--- src/rtl/ip_rx.sv ---
// IPv4 receive parser: validates and strips the IPv4 header of MAC payload
// frames and forwards the IP payload, tagged with UDP/ICMP destination and
// MAC/IP error flags.
//
// state   | meaning
// --------+----------------------------------------------------------
// IDLE    | waiting for byte 0 (version/IHL) of the next frame
// HDR     | collecting header fields and summing the header checksum
// PAYLOAD | forwarding payload bytes through the output register
// PAD     | payload complete, last byte held, discarding Ethernet padding
// DROP    | rejected frame, discarding bytes until tlast
module ip_rx #(
  parameter logic [31:0] LOCAL_IP = 32'hC0A8_0164
) (
  input  logic        rx_mac_aclk,
  input  logic        rx_mac_reset,
  input  logic [7:0]  rx_axis_mac_tdata,
  input  logic        rx_axis_mac_tvalid,
  input  logic        rx_axis_mac_tlast,
  input  logic        rx_axis_mac_tuser,
  output logic [7:0]  rx_ip_proto,
  output logic [31:0] rx_ip_src_addr,
  output logic [7:0]  rx_axis_ip_tdata,
  output logic        rx_axis_ip_tvalid,
  output logic        rx_axis_ip_tlast,
  output logic [1:0]  rx_axis_ip_tuser,
  output logic        rx_axis_ip_tdest
);

  localparam logic [2:0] S_IDLE    = 3'd0;
  localparam logic [2:0] S_HDR     = 3'd1;
  localparam logic [2:0] S_PAYLOAD = 3'd2;
  localparam logic [2:0] S_PAD     = 3'd3;
  localparam logic [2:0] S_DROP    = 3'd4;

  logic [2:0]  state;
  logic [3:0]  ihl;
  logic [5:0]  hdr_cnt;
  logic [7:0]  hi_byte;
  logic [15:0] csum;
  logic [15:0] total_len;
  logic [13:0] frag;
  logic [7:0]  proto_r;
  logic [31:0] src_r;
  logic [31:0] dst_r;
  logic [15:0] rem_cnt;

  logic [16:0] csum_add;
  logic [15:0] csum_fold;
  logic [5:0]  hdr_len;
  logic [5:0]  hdr_last;
  logic [31:0] dst_now;
  logic [15:0] payload_len;
  logic        accept;

  // Header checksum fold and accept decision for the byte currently on the bus
  always_comb begin
    csum_add    = {1'b0, csum} + {1'b0, hi_byte, rx_axis_mac_tdata};
    // A 17-bit sum never exceeds 0x1FFFE, so one end-around fold is enough.
    csum_fold   = csum_add[15:0] + {15'd0, csum_add[16]};
    hdr_len     = {ihl, 2'b00};
    hdr_last    = hdr_len - 6'd1;
    // With IHL=5 the last dst byte and the decision arrive together.
    dst_now     = (hdr_cnt == 6'd19) ? {dst_r[23:0], rx_axis_mac_tdata} : dst_r;
    payload_len = total_len - {10'd0, hdr_len};
    accept      = (csum_fold == 16'hFFFF) &&
                  ((dst_now == LOCAL_IP) || (dst_now == 32'hFFFF_FFFF)) &&
                  ((proto_r == 8'd1) || (proto_r == 8'd17)) &&
                  (frag == 14'd0) &&
                  (total_len > {10'd0, hdr_len});
  end

  // Parser state, header field capture and per-packet metadata
  always_ff @(posedge rx_mac_aclk or posedge rx_mac_reset) begin
    if (rx_mac_reset) begin
      state            <= S_IDLE;
      ihl              <= 4'd0;
      hdr_cnt          <= 6'd0;
      hi_byte          <= 8'd0;
      csum             <= 16'd0;
      total_len        <= 16'd0;
      frag             <= 14'd0;
      proto_r          <= 8'd0;
      src_r            <= 32'd0;
      dst_r            <= 32'd0;
      rem_cnt          <= 16'd0;
      rx_ip_proto      <= 8'd0;
      rx_ip_src_addr   <= 32'd0;
      rx_axis_ip_tdest <= 1'b0;
    end else if (rx_axis_mac_tvalid) begin
      case (state)
        S_IDLE: begin
          hdr_cnt <= 6'd1;
          csum    <= 16'd0;
          hi_byte <= rx_axis_mac_tdata;
          ihl     <= rx_axis_mac_tdata[3:0];
          if (!rx_axis_mac_tlast) begin
            // Bad version or short IHL cannot be a valid header; skip the frame.
            if (rx_axis_mac_tdata[7:4] == 4'd4 && rx_axis_mac_tdata[3:0] >= 4'd5)
              state <= S_HDR;
            else
              state <= S_DROP;
          end
        end
        S_HDR: begin
          hdr_cnt <= hdr_cnt + 6'd1;
          if (hdr_cnt[0])
            csum <= csum_fold;
          else
            hi_byte <= rx_axis_mac_tdata;
          case (hdr_cnt)
            6'd2:  total_len[15:8] <= rx_axis_mac_tdata;
            6'd3:  total_len[7:0]  <= rx_axis_mac_tdata;
            6'd6:  frag[13:8]      <= rx_axis_mac_tdata[5:0];
            6'd7:  frag[7:0]       <= rx_axis_mac_tdata;
            6'd9:  proto_r         <= rx_axis_mac_tdata;
            6'd12, 6'd13, 6'd14, 6'd15: src_r <= {src_r[23:0], rx_axis_mac_tdata};
            6'd16, 6'd17, 6'd18, 6'd19: dst_r <= {dst_r[23:0], rx_axis_mac_tdata};
            default: ;
          endcase
          if (rx_axis_mac_tlast) begin
            state <= S_IDLE;
          end else if (hdr_cnt == hdr_last) begin
            if (accept) begin
              rx_ip_proto      <= proto_r;
              rx_ip_src_addr   <= src_r;
              rx_axis_ip_tdest <= (proto_r == 8'd1);
              rem_cnt          <= payload_len;
              state            <= S_PAYLOAD;
            end else begin
              state <= S_DROP;
            end
          end
        end
        S_PAYLOAD: begin
          rem_cnt <= rem_cnt - 16'd1;
          if (rx_axis_mac_tlast)
            state <= S_IDLE;
          else if (rem_cnt == 16'd1)
            state <= S_PAD;
        end
        S_PAD, S_DROP: begin
          if (rx_axis_mac_tlast)
            state <= S_IDLE;
        end
        default: state <= S_IDLE;
      endcase
    end
  end

  // One-byte output register; the final payload byte is held through padding
  always_ff @(posedge rx_mac_aclk or posedge rx_mac_reset) begin
    if (rx_mac_reset) begin
      rx_axis_ip_tdata  <= 8'd0;
      rx_axis_ip_tvalid <= 1'b0;
      rx_axis_ip_tlast  <= 1'b0;
      rx_axis_ip_tuser  <= 2'b00;
    end else begin
      rx_axis_ip_tvalid <= 1'b0;
      rx_axis_ip_tlast  <= 1'b0;
      rx_axis_ip_tuser  <= 2'b00;
      if (rx_axis_mac_tvalid) begin
        if (state == S_PAYLOAD) begin
          rx_axis_ip_tdata <= rx_axis_mac_tdata;
          if (rx_axis_mac_tlast) begin
            rx_axis_ip_tvalid <= 1'b1;
            rx_axis_ip_tlast  <= 1'b1;
            // Frame ended before the IP length was satisfied: truncated packet.
            rx_axis_ip_tuser  <= {rem_cnt != 16'd1, rx_axis_mac_tuser};
          end else if (rem_cnt != 16'd1) begin
            rx_axis_ip_tvalid <= 1'b1;
          end
        end else if (state == S_PAD && rx_axis_mac_tlast) begin
          rx_axis_ip_tvalid <= 1'b1;
          rx_axis_ip_tlast  <= 1'b1;
          rx_axis_ip_tuser  <= {1'b0, rx_axis_mac_tuser};
        end
      end
    end
  end

endmodule

--- config.mk ---
export PLATFORM = sky130hd
export DESIGN_NAME = ip_rx
export DESIGN_NICKNAME = d
export VERILOG_FILES = /design/src/rtl/ip_rx.sv
export SDC_FILE = /design/constraint.sdc
export NUM_CORES = 1
export LEC_CHECK = 0
export CORE_MARGIN = 5
export CORE_UTILIZATION = 55
export DETAILED_ROUTE_END_ITERATION = 6
export PLACE_DENSITY_LB_ADDON = 0.08
export SLEW_MARGIN = 25
export SYNTH_ARGS = -nofsm -noshare
export SYNTH_HDL_FRONTEND = slang
export SYNTH_SLANG_ARGS = --single-unit
--- constraint.sdc ---
create_clock -name rx_mac_aclk -period 16.6 [get_ports rx_mac_aclk]
set_input_delay 3.32 -clock rx_mac_aclk [delete_from_list [all_inputs] [get_ports rx_mac_aclk]]
set_output_delay 3.32 -clock rx_mac_aclk [all_outputs]
set_load 0.02 [all_outputs]
==> results of run 1 <==
## kinds of logic after synthesis
logic type,after synthesis,synth area share (%)
compound gates,158,10.1
xor+xnor,42,3.55
fa+ha+maj,31,3.89
buf+inv,75,3.27
flops,208,50.2
mux,144,15.9
simple gates,268,13.1
## cells in the final DEF (no fill, tap or decap), types with 5 or more instances in the layout
cell type and instances:
dfrtp_1 208, mux2_2 130, nand2_1 79, clkdlybuf4s50_1 65
o21ai_0 49, nor2_1 40, ha_1 29, nor3_1 28
inv_1 27, xnor2_1 25, nand3_1 25, clkbuf_16 23
nor4_1 21, a21oi_1 21, xor2_1 17, a21o_1 13
nor2b_1 12, nand4_1 10, and3_1 9, a31oi_1 9
mux2_4 9, or3_1 8, o22ai_1 8, nand2b_1 7
buf_4 7, o2bb2ai_1 6, clkinv_2 6, and2_1 5
mux2i_1 5, a32oi_1 5, a2bb2oi_1 5
## how the worst max path moves through the flow
| stage | endpoint | slack (ns) | depth (start not counted) |
|---|---|---|---|
| floorplan | csum[0]$_DFFE_PP0P_ | 7.60 | 1 |
| global placement | rem_cnt[10]$_DFFE_PP0P_ | 7.08 | 24 |
| detailed placement | rem_cnt[10]$_DFFE_PP0P_ | 7.00 | 24 |
| CTS | rem_cnt[10]$_DFFE_PP0P_ | 7.50 | 24 |
| global route | rem_cnt[10]$_DFFE_PP0P_ | 7.06 | 22 |
| finish | rem_cnt[10]$_DFFE_PP0P_ | 7.49 | 22 |
## synthesized netlist by cell type (all sizes together), types with 9 or more instances
cell type / number
xnor2: 25
clkbuf: 27
nand3: 25
buf: 19
mux2: 139
a31oi: 9
a21oi: 21
nand2: 79
xor2: 17
and3: 9
nor2: 42
inv: 28
nor3: 29
dfrtp: 208
nor2b: 12
nand4: 10
o21ai: 54
nor4: 23
a21o: 13
ha: 29
## state kept, by name, indices dropped and copies added, names as in the netlist, 14 cells and up
name and count:
rem_cnt 16, src_r 32, dst_r 32, frag 14
rx_ip_src_addr 32, csum 16, total_len 16
## power breakdown
| group | switching [mW] | total, mW | leakage (nW) | internal [mW] |
|---|---|---|---|---|
| clock network | 0.210 | 0.500 | 0.365 | 0.290 |
| registers | 0.0324 | 0.570 | 2.81 | 0.538 |
| logic | 0.179 | 0.311 | 2.46 | 0.132 |
## routing by layer
metal / track usage (%) / share of wire [%]
met1: 31.7 / 48
met2: 33.9 / 45
met3: 3.55 / 4.4
met4: 4.47 / 1.9
met5: 0 / 0
## critical path, stage by stage
cell and delay [ns]:
clkdlybuf4s50_1 0.90, ha_1 0.42, a21o_1 0.22, a31oi_1 0.29, nand2_1 0.09, o211ai_1 0.20
a21oi_1 0.12, a21o_1 0.19, a21o_1 0.19, ha_1 0.21, ha_1 0.30, nand3_1 0.07
nor4_1 0.19, nand4_1 0.12, or4_1 0.42, nor4_1 0.29, nand4_1 0.21, nor4_2 0.22
and4_2 0.25, buf_4 0.58, nor2_2 0.30, o2bb2a_1 0.39
## area by class of cell
cell class                      instances  area [µm²]
Inverter                               29         121
Fill cell                            1517        6760
Tap cell                              234         293
Multi-Input combinational cell        643        4820
Timing Repair Buffer                   72         703
Clock buffer                           31         646
Sequential cell                       208        5200
Clock inverter                         10        95.1
==> impl_metrics.env, run 1 <==
export IMPL_layout_nets=1021
export IMPL_antenna_found_initial=0
export IMPL_min_period_over_period_pct=54.9
export IMPL_wl_per_cell_um=18.5
export IMPL_syn_cell_area_mm2=0.0104
export IMPL_maxCapViolations=0
export IMPL_ys_warn_count=0
export IMPL_gp_congestion=0.837
export IMPL_n_antenna_cell=0
export IMPL_vias=7169
export IMPL_leakage_nw=5.63
export IMPL_synth_distinct_cells=69
export IMPL_ant_nets=0
export IMPL_synthFlopType="dfrtp_1"
export IMPL_syn_num_nets=970
export IMPL_fin_util_pct=63.8
export IMPL_power_density_mw_per_mm2=116
export IMPL_grt_max_degree=149
export IMPL_status="finished clean"
export IMPL_cp_data_arrival_time_ns=9.50
export IMPL_syn_inst=926
export IMPL_rsz0062_at_grt="false"
export IMPL_root_buffer="clkbuf_16"
export IMPL_initialDrtViolationCount=425
export IMPL_ys_ff_latch=208
export IMPL_die_y_um=147
export IMPL_reg2reg_depth=21
export IMPL_cts_hold_buf=0
export IMPL_timing_setup_tns_ns=0
export IMPL_track_usage_pct=21.5
export IMPL_placed_area_mm2=0.0111
export IMPL_io_pins=66
export IMPL_fin_area_mm2=0.0119
export IMPL_worstReg2RegEnd="rem_cnt[10]$_DFFE_PP0P_"
export IMPL_cts_setup_buffers=0
export IMPL_die_area_mm2=0.0217
export IMPL_wl_um=22700
export IMPL_yosysTopAreaCellShare_pct=50.2
export IMPL_firstDrtPassIters=5
export IMPL_path_clk_slew_ns=0.06
export IMPL_avgSynthCellArea_um2=11.2
export IMPL_drcViolationCount=0
export IMPL_startpoint="rx_axis_mac_tdata[7]"
export IMPL_rows=50
export IMPL_start_util_pct=55.6
export IMPL_viasPerCell=5.84
export IMPL_hold_viol_final=0
export IMPL_crit_type="input pin to flop"
export IMPL_cts_inserted_buffers=23
export IMPL_relSlewSlack_pct=33.1
export IMPL_synthArstFlopShare_pct=100
export IMPL_grt_pass1_vias=7263
export IMPL_min_delay_path_class="flop to flop"
export IMPL_dp_cells=1186
export IMPL_grt_pass1_wl_um=38500
export IMPL_seq_area_frac_synth_pct=50.2
export IMPL_clockBufferDepth=3
export IMPL_min_delay_start="rem_cnt[7]$_DFFE_PP0P_"
export IMPL_fin_crit_ns=9.11
export IMPL_finClkSkew_ns=0.0103
export IMPL_cts_sinks=208
export IMPL_start_kind="input pin"
export IMPL_power_mw=1.38
export IMPL_fmax_mhz=110
export IMPL_synth_edf_count=0
export IMPL_clock_latency_ns=0.52
export IMPL_setup_ws_ns=7.49
export IMPL_cp_max_fo=59
export IMPL_cts_max_level=1
export IMPL_ys_top_cells_by_area="dfrtp_1, mux2_2, ha_1, nand2_1, o21ai_0"
export IMPL_yosys_area_top_type="dfrtp_1"
export IMPL_place_ws_ns=7.00
export IMPL_whs_ns=0.482
export IMPL_setup_viol=0
export IMPL_crit_required_ns=17.00
export IMPL_drive_gt1_share_pct=19.7
export IMPL_die_w_um=147
export IMPL_r2r_start="hi_byte[1]$_DFFE_PP0P_"
export IMPL_final_instance_count_excl_fill=1227
export IMPL_ir_worst_vdd_uv=76.8
export IMPL_grt_overflow_total=0
export IMPL_r2r_setup_slack_ns=10.74
export IMPL_core_mm2=0.0186
export IMPL_hold_depth=1
export IMPL_synthToLayoutAreaGrowth_pct=14.7
export IMPL_whs_endpoint="rem_cnt[7]$_DFFE_PP0P_"
export IMPL_dpl_hpwl_um=15100
export IMPL_port_buffers=65
export IMPL_cts_tree="yes"
export IMPL_slew_violations=0
export IMPL_cp_end_kind="flop"
export IMPL_tightest_slew_ns=1.00
export IMPL_cts_resized=0
Power figures use the tool's default switching activity.
==> inputs of run 2 (changes only) <==
==> constraint.sdc (replaced) <==
create_clock -name rx_mac_aclk -period 8.75 [get_ports rx_mac_aclk]
set_input_delay 1.75 -clock rx_mac_aclk [delete_from_list [all_inputs] [get_ports rx_mac_aclk]]
set_output_delay 1.75 -clock rx_mac_aclk [all_outputs]
set_load 0.02 [all_outputs]
==> run 2 against run 1 <==
Net effect: global-route usage increased by 0.12 points; combinational power is 89% higher; sequential power up 89%; die area unchanged.
==> impl_metrics.env, run 2 (synthesis gave the netlist of run 1 again) <==
export IMPL_status="finished clean"
export IMPL_fmax_mhz=139
export IMPL_layout_nets=1031
export IMPL_path_clk_slew_ns=0.06
export IMPL_die_area_mm2=0.0217
export IMPL_cts_inserted_buffers=23
export IMPL_fillers=1510
export IMPL_min_period_over_period_pct=82.0
export IMPL_synthToLayoutAreaGrowth_pct=15.9
export IMPL_cts_hold_buf=0
export IMPL_gp_congestion=0.879
export IMPL_finClkSkew_ns=0.0164
export IMPL_io_pins=66
export IMPL_antenna_found_initial=0
export IMPL_setup_ws_ns=1.58
export IMPL_grt_pass1_wl_um=38700
export IMPL_clockBufferDepth=3
export IMPL_cts_resized=0
export IMPL_viasPerCell=5.80
export IMPL_cts_max_level=1
export IMPL_clock_latency_ns=0.51
export IMPL_maxCapViolations=0
export IMPL_cp_max_fo=31
export IMPL_timing_setup_tns_ns=0
export IMPL_port_buffers=65
export IMPL_die_y_um=147
export IMPL_reg2reg_depth=20
export IMPL_place_ws_ns=1.07
export IMPL_grt_pass1_vias=7357
export IMPL_final_common_cell="dfrtp_1"
export IMPL_start_kind="input pin"
export IMPL_power_density_mw_per_mm2=221
export IMPL_mostFrequentLayoutCells="dfrtp_1, mux2_2, nand2_1"
export IMPL_cp_end_kind="flop"
export IMPL_crit_required_ns=9.14
export IMPL_hold_depth=2
export IMPL_slowest_delay_ns=0.75
export IMPL_setup_viol=0
export IMPL_path_cells="clkdlybuf4s50_1 > buf_4 > ha_1 > inv_1 > fa_1 > nor2b_1 > o21ai_2 > a21oi_1 > o211ai_1 > a21oi_1 > a21o_1 > a21o_1 > ha_1 > ha_1 > nand3_1 > nor4_1 > nand4_1 > or4_1 > nor4_1 > nand4_1 > nor4_2 > and4_2 > buf_12 > mux2_2"
export IMPL_firstDrtPassIters=5
export IMPL_tightest_slew_ns=0.951
export IMPL_min_delay_path_class="flop to flop"
export IMPL_die_w_um=147
export IMPL_cp_data_arrival_time_ns=7.57
export IMPL_crit_type="input pin to flop"
export IMPL_grt_overflow_total=0
export IMPL_start_util_pct=55.6
export IMPL_root_buffer="clkbuf_16"
export IMPL_fin_util_pct=64.4
export IMPL_cts_tree="yes"
export IMPL_dpl_hpwl_um=15200
export IMPL_relSlewSlack_pct=35.0
export IMPL_grt_max_degree=131
export IMPL_vias=7182
export IMPL_hold_viol_final=0
export IMPL_wl_per_cell_um=18.4
export IMPL_cp_slowest_cell="and4_2"
export IMPL_cpMostUsedCell="ha_1"
export IMPL_core_mm2=0.0186
export IMPL_cts_setup_buffers=0
export IMPL_reg_largest_list="dst_r: 32 flops, rx_ip_src_addr: 32 flops, src_r: 32 flops"
export IMPL_rsz0062_at_grt="false"
export IMPL_track_usage_pct=21.6
export IMPL_rows=50
export IMPL_fin_crit_ns=7.17
export IMPL_cts_sinks=208
export IMPL_n_antenna_cell=0
export IMPL_initialDrtViolationCount=446
export IMPL_wl_um=22800
export IMPL_leakage_nw=5.70
export IMPL_ir_worst_vdd_uv=133
export IMPL_ant_nets=0
export IMPL_slew_violations=0
export IMPL_drcViolationCount=0
export IMPL_drive_gt1_share_pct=20.4
## run 2: cell type report
type | count | area, µm² | share of cell area, %
inverter | 29 | 116 | 0.969
sequential | 208 | 5200 | 43.4
clock inverter | 12 | 156 | 1.30
timing repair buffer | 82 | 795 | 6.62
clock buffer | 30 | 622 | 5.18
multi-input combinational | 643 | 4820 | 40.1
tap | 234 | 293 | 2.44
## run 2: final timing paths
kind / start / slack [ns] / end
setup / recovery: rx_axis_mac_tdata[0] / 1.58 / rx_ip_src_addr[24]$_DFFE_PP0P_
hold / removal: rx_axis_ip_tdata[7]$_DFFE_PP0P_ / 0.48 / rx_axis_ip_tdata[7]$_DFFE_PP0P_
setup reg to reg: hi_byte[1]$_DFFE_PP0P_ / 3.07 / rx_ip_src_addr[24]$_DFFE_PP0P_
hold reg to reg: rx_axis_ip_tdata[7]$_DFFE_PP0P_ / 0.48 / rx_axis_ip_tdata[7]$_DFFE_PP0P_
max in group asynchronous: rx_mac_reset / 5.69 / rx_ip_proto[7]$_DFFE_PP0P_
min in group asynchronous: rx_mac_reset / 1.81 / dst_r[10]$_DFFE_PP0P_
## run 2: layer usage
| metal | global-route usage [%] | routed length, µm | up-vias |
|---|---|---|---|
| met5 | 0 | 0 | - |
| met4 | 4.19 | 270 | 0 |
| met3 | 3.12 | 770 | 20 |
| met2 | 35.2 | 10800 | 118 |
| met1 | 31.3 | 11000 | 3572 |
| li1 | - | - | 3472 |
## run 2: critical path: cells and delay by family
kind | cells | cell delay, ns
simple gates | 9 | 2.46
compound gates | 6 | 0.99
mux | 1 | 0.35
fa+ha+maj | 4 | 0.97
buf+inv | 4 | 1.01
## run 2: power by group
| part | internal [mW] | switching, mW |
|---|---|---|
| Combinational | 0.253 | 0.336 |
| Sequential | 1.02 | 0.0580 |
| Clock | 0.596 | 0.396 |
## run 2: per-stage QoR
stage	power [mW]	hold slack (ns)	instances	cell area (µm²)
after detailed placement	1.68	0.458	1196	11200
final	2.66	0.475	1238	12000
after global routing	2.80	0.487	1238	12000
after global placement	1.68	0.457	1196	11200
after floorplan	1.54	0.449	926	10400
after CTS	2.68	0.477	1238	12000
==> inputs of run 3 (changes only) <==
--- a/config.mk
+++ b/config.mk
@@ -6,7 +6,7 @@
 export NUM_CORES = 1
 export LEC_CHECK = 0
 export CORE_MARGIN = 5
-export CORE_UTILIZATION = 55
+export CORE_UTILIZATION = 54
 export DETAILED_ROUTE_END_ITERATION = 6
 export PLACE_DENSITY_LB_ADDON = 0.08
 export SLEW_MARGIN = 25
==> constraint.sdc (replaced) <==
create_clock -name rx_mac_aclk -period 6.4 [get_ports rx_mac_aclk]
set_input_delay 1.28 -clock rx_mac_aclk [delete_from_list [all_inputs] [get_ports rx_mac_aclk]]
set_output_delay 1.28 -clock rx_mac_aclk [all_outputs]
set_load 0.02 [all_outputs]
==> run 3 against run 2 <==
Net effect: die area increased by 1.7%; cell area increased by 1.7%; clock skew fell by 0.0069 ns; critical path type unchanged.
==> impl_metrics.env, run 3 (synthesis gave the netlist of run 1 again) <==
export IMPL_gp_congestion=0.879
export IMPL_cts_max_level=1
export IMPL_whs_endpoint="rx_ip_proto[0]$_DFFE_PP0P_"
export IMPL_fillers=1514
export IMPL_r2r_setup_slack_ns=1.23
export IMPL_dpl_hpwl_um=15500
export IMPL_rsz0062_at_grt="false"
export IMPL_slowest_delay_ns=0.49
export IMPL_start_kind="input pin"
export IMPL_finClkSkew_ns=0.00950
export IMPL_cts_setup_buffers=0
export IMPL_clockBufferDepth=3
export IMPL_initialDrtViolationCount=463
export IMPL_timing_setup_tns_ns=0
export IMPL_vias=7249
export IMPL_die_area_mm2=0.0221
export IMPL_mostFrequentLayoutCells="dfrtp_1, mux2_2, nand2_1"
export IMPL_fin_crit_ns=5.90
export IMPL_core_mm2=0.0188
export IMPL_grt_max_degree=180
export IMPL_wl_um=23200
export IMPL_drive_gt1_share_pct=21.5
export IMPL_firstDrtPassIters=5
export IMPL_leakage_nw=5.79
export IMPL_cts_resized=0
export IMPL_setup_viol=0
export IMPL_cts_hold_buf=0
export IMPL_die_w_um=149
export IMPL_ir_worst_vdd_uv=213
export IMPL_die_y_um=149
export IMPL_layout_nets=1046
export IMPL_reg2reg_depth=22
export IMPL_fmax_mhz=170
export IMPL_worstReg2RegEnd="rem_cnt[15]$_DFFE_PP0P_"
export IMPL_maxCapViolations=0
export IMPL_cp_data_arrival_time_ns=6.29
export IMPL_hold_viol_final=0
export IMPL_min_delay_start="rx_ip_proto[0]$_DFFE_PP0P_"
export IMPL_tightest_slew_ns=1.02
export IMPL_multi_input_area_mm2=0.00482
export IMPL_cts_inserted_buffers=23
export IMPL_drcViolationCount=0
export IMPL_viasPerCell=5.67
export IMPL_status="finished clean"
export IMPL_power_density_mw_per_mm2=302
export IMPL_port_buffers=65
export IMPL_hold_depth=1
export IMPL_grt_pass1_wl_um=38800
export IMPL_min_delay_path_class="flop to flop"
export IMPL_seq_area_mm2=0.00520
export IMPL_grt_overflow_total=0
export IMPL_cp_end_kind="flop"
export IMPL_slew_violations=0
export IMPL_r2r_start="hi_byte[1]$_DFFE_PP0P_"
export IMPL_wl_per_cell_um=18.2
export IMPL_root_buffer="clkbuf_16"
export IMPL_synthToLayoutAreaGrowth_pct=17.8
export IMPL_cp_slowest_cell="clkdlybuf4s50_1"
export IMPL_min_period_over_period_pct=92.2
export IMPL_start_util_pct=55.0
export IMPL_reg_largest_list="dst_r: 32 flops, rx_ip_src_addr: 32 flops, src_r: 32 flops"
export IMPL_clock_latency_ns=0.51
export IMPL_relSlewSlack_pct=30.0
export IMPL_track_usage_pct=21.6
export IMPL_cp_max_fo=30
export IMPL_cts_sinks=208
export IMPL_cts_tree="yes"
export IMPL_path_clk_slew_ns=0.06
export IMPL_final_common_cell="dfrtp_1"
export IMPL_power_mw=3.69
export IMPL_ant_nets=0
export IMPL_crit_required_ns=6.79
export IMPL_grt_pass1_vias=7191
export IMPL_n_antenna_cell=0
export IMPL_crit_type="input pin to flop"
export IMPL_rows=50
export IMPL_io_pins=66
export IMPL_cpMostUsedCell="ha_1"
export IMPL_antenna_found_initial=0
run 3: final cells by class:
type	count	area share [%]
Clock buffer	30	5.09
Clock inverter	11	1.44
Inverter	29	0.922
Multi-Input combinational cell	643	39.5
Sequential cell	208	42.6
Tap cell	260	2.66
Timing Repair Buffer	97	7.77
run 3: worst max path at each step:
stage                         start                              to  slack [ns]  depth (start not counted)
6_report       rx_axis_mac_tdata[0]         rem_cnt[15]$_DFFE_PP0P_        0.50                         25
5_1_grt        rx_axis_mac_tdata[0]         rem_cnt[12]$_DFFE_PP0P_        0.09                         25
4_1_cts        rx_axis_mac_tdata[0]         rem_cnt[15]$_DFFE_PP0P_        0.52                         25
3_5_place_dp   rx_axis_mac_tdata[0]         rem_cnt[14]$_DFFE_PP0P_       -0.01                         25
3_3_place_gp   rx_axis_mac_tdata[7]         rem_cnt[15]$_DFFE_PP0P_        0.15                         23
2_1_floorplan  rx_axis_mac_tdata[7]  rx_ip_src_addr[13]$_DFFE_PP0P_        1.02                         22
run 3: metal layers:
metal	vias to the layer above	wire length (µm)	track usage, %
li1	3488	-	-
met1	3595	11300	32.6
met2	140	10600	33.2
met3	26	1010	3.29
met4	0	344	4.48
met5	-	0	0
run 3: per-stage QoR:
stage	setup slack (ns)	hold WS [ns]	util [%]	area (µm²)	cells
2_1_floorplan	1.02	0.449	-	10400	926
3_5_place_dp	-0.0120	0.455	60.5	11400	1236
6_report	0.501	0.478	64.8	12200	1278
4_1_cts	0.525	0.479	64.7	12200	1277
3_3_place_gp	0.153	0.454	60.5	11400	1236
5_1_grt	0.0889	0.511	64.8	12200	1278
run 3: power by group:
part,internal (mW),total (mW),switching [mW]
registers,1.40,1.47,0.0708
clock network,0.852,1.38,0.527
logic,0.357,0.840,0.483
run 3: critical path: cells and delay by family:
family,cells,cell delay [ns]
adder cells (fa/ha/maj),4,0.88
AND/OR/NAND/NOR,10,2.07
buffers and inverters,4,0.97
AO/OA/AOI/OAI,7,1.05
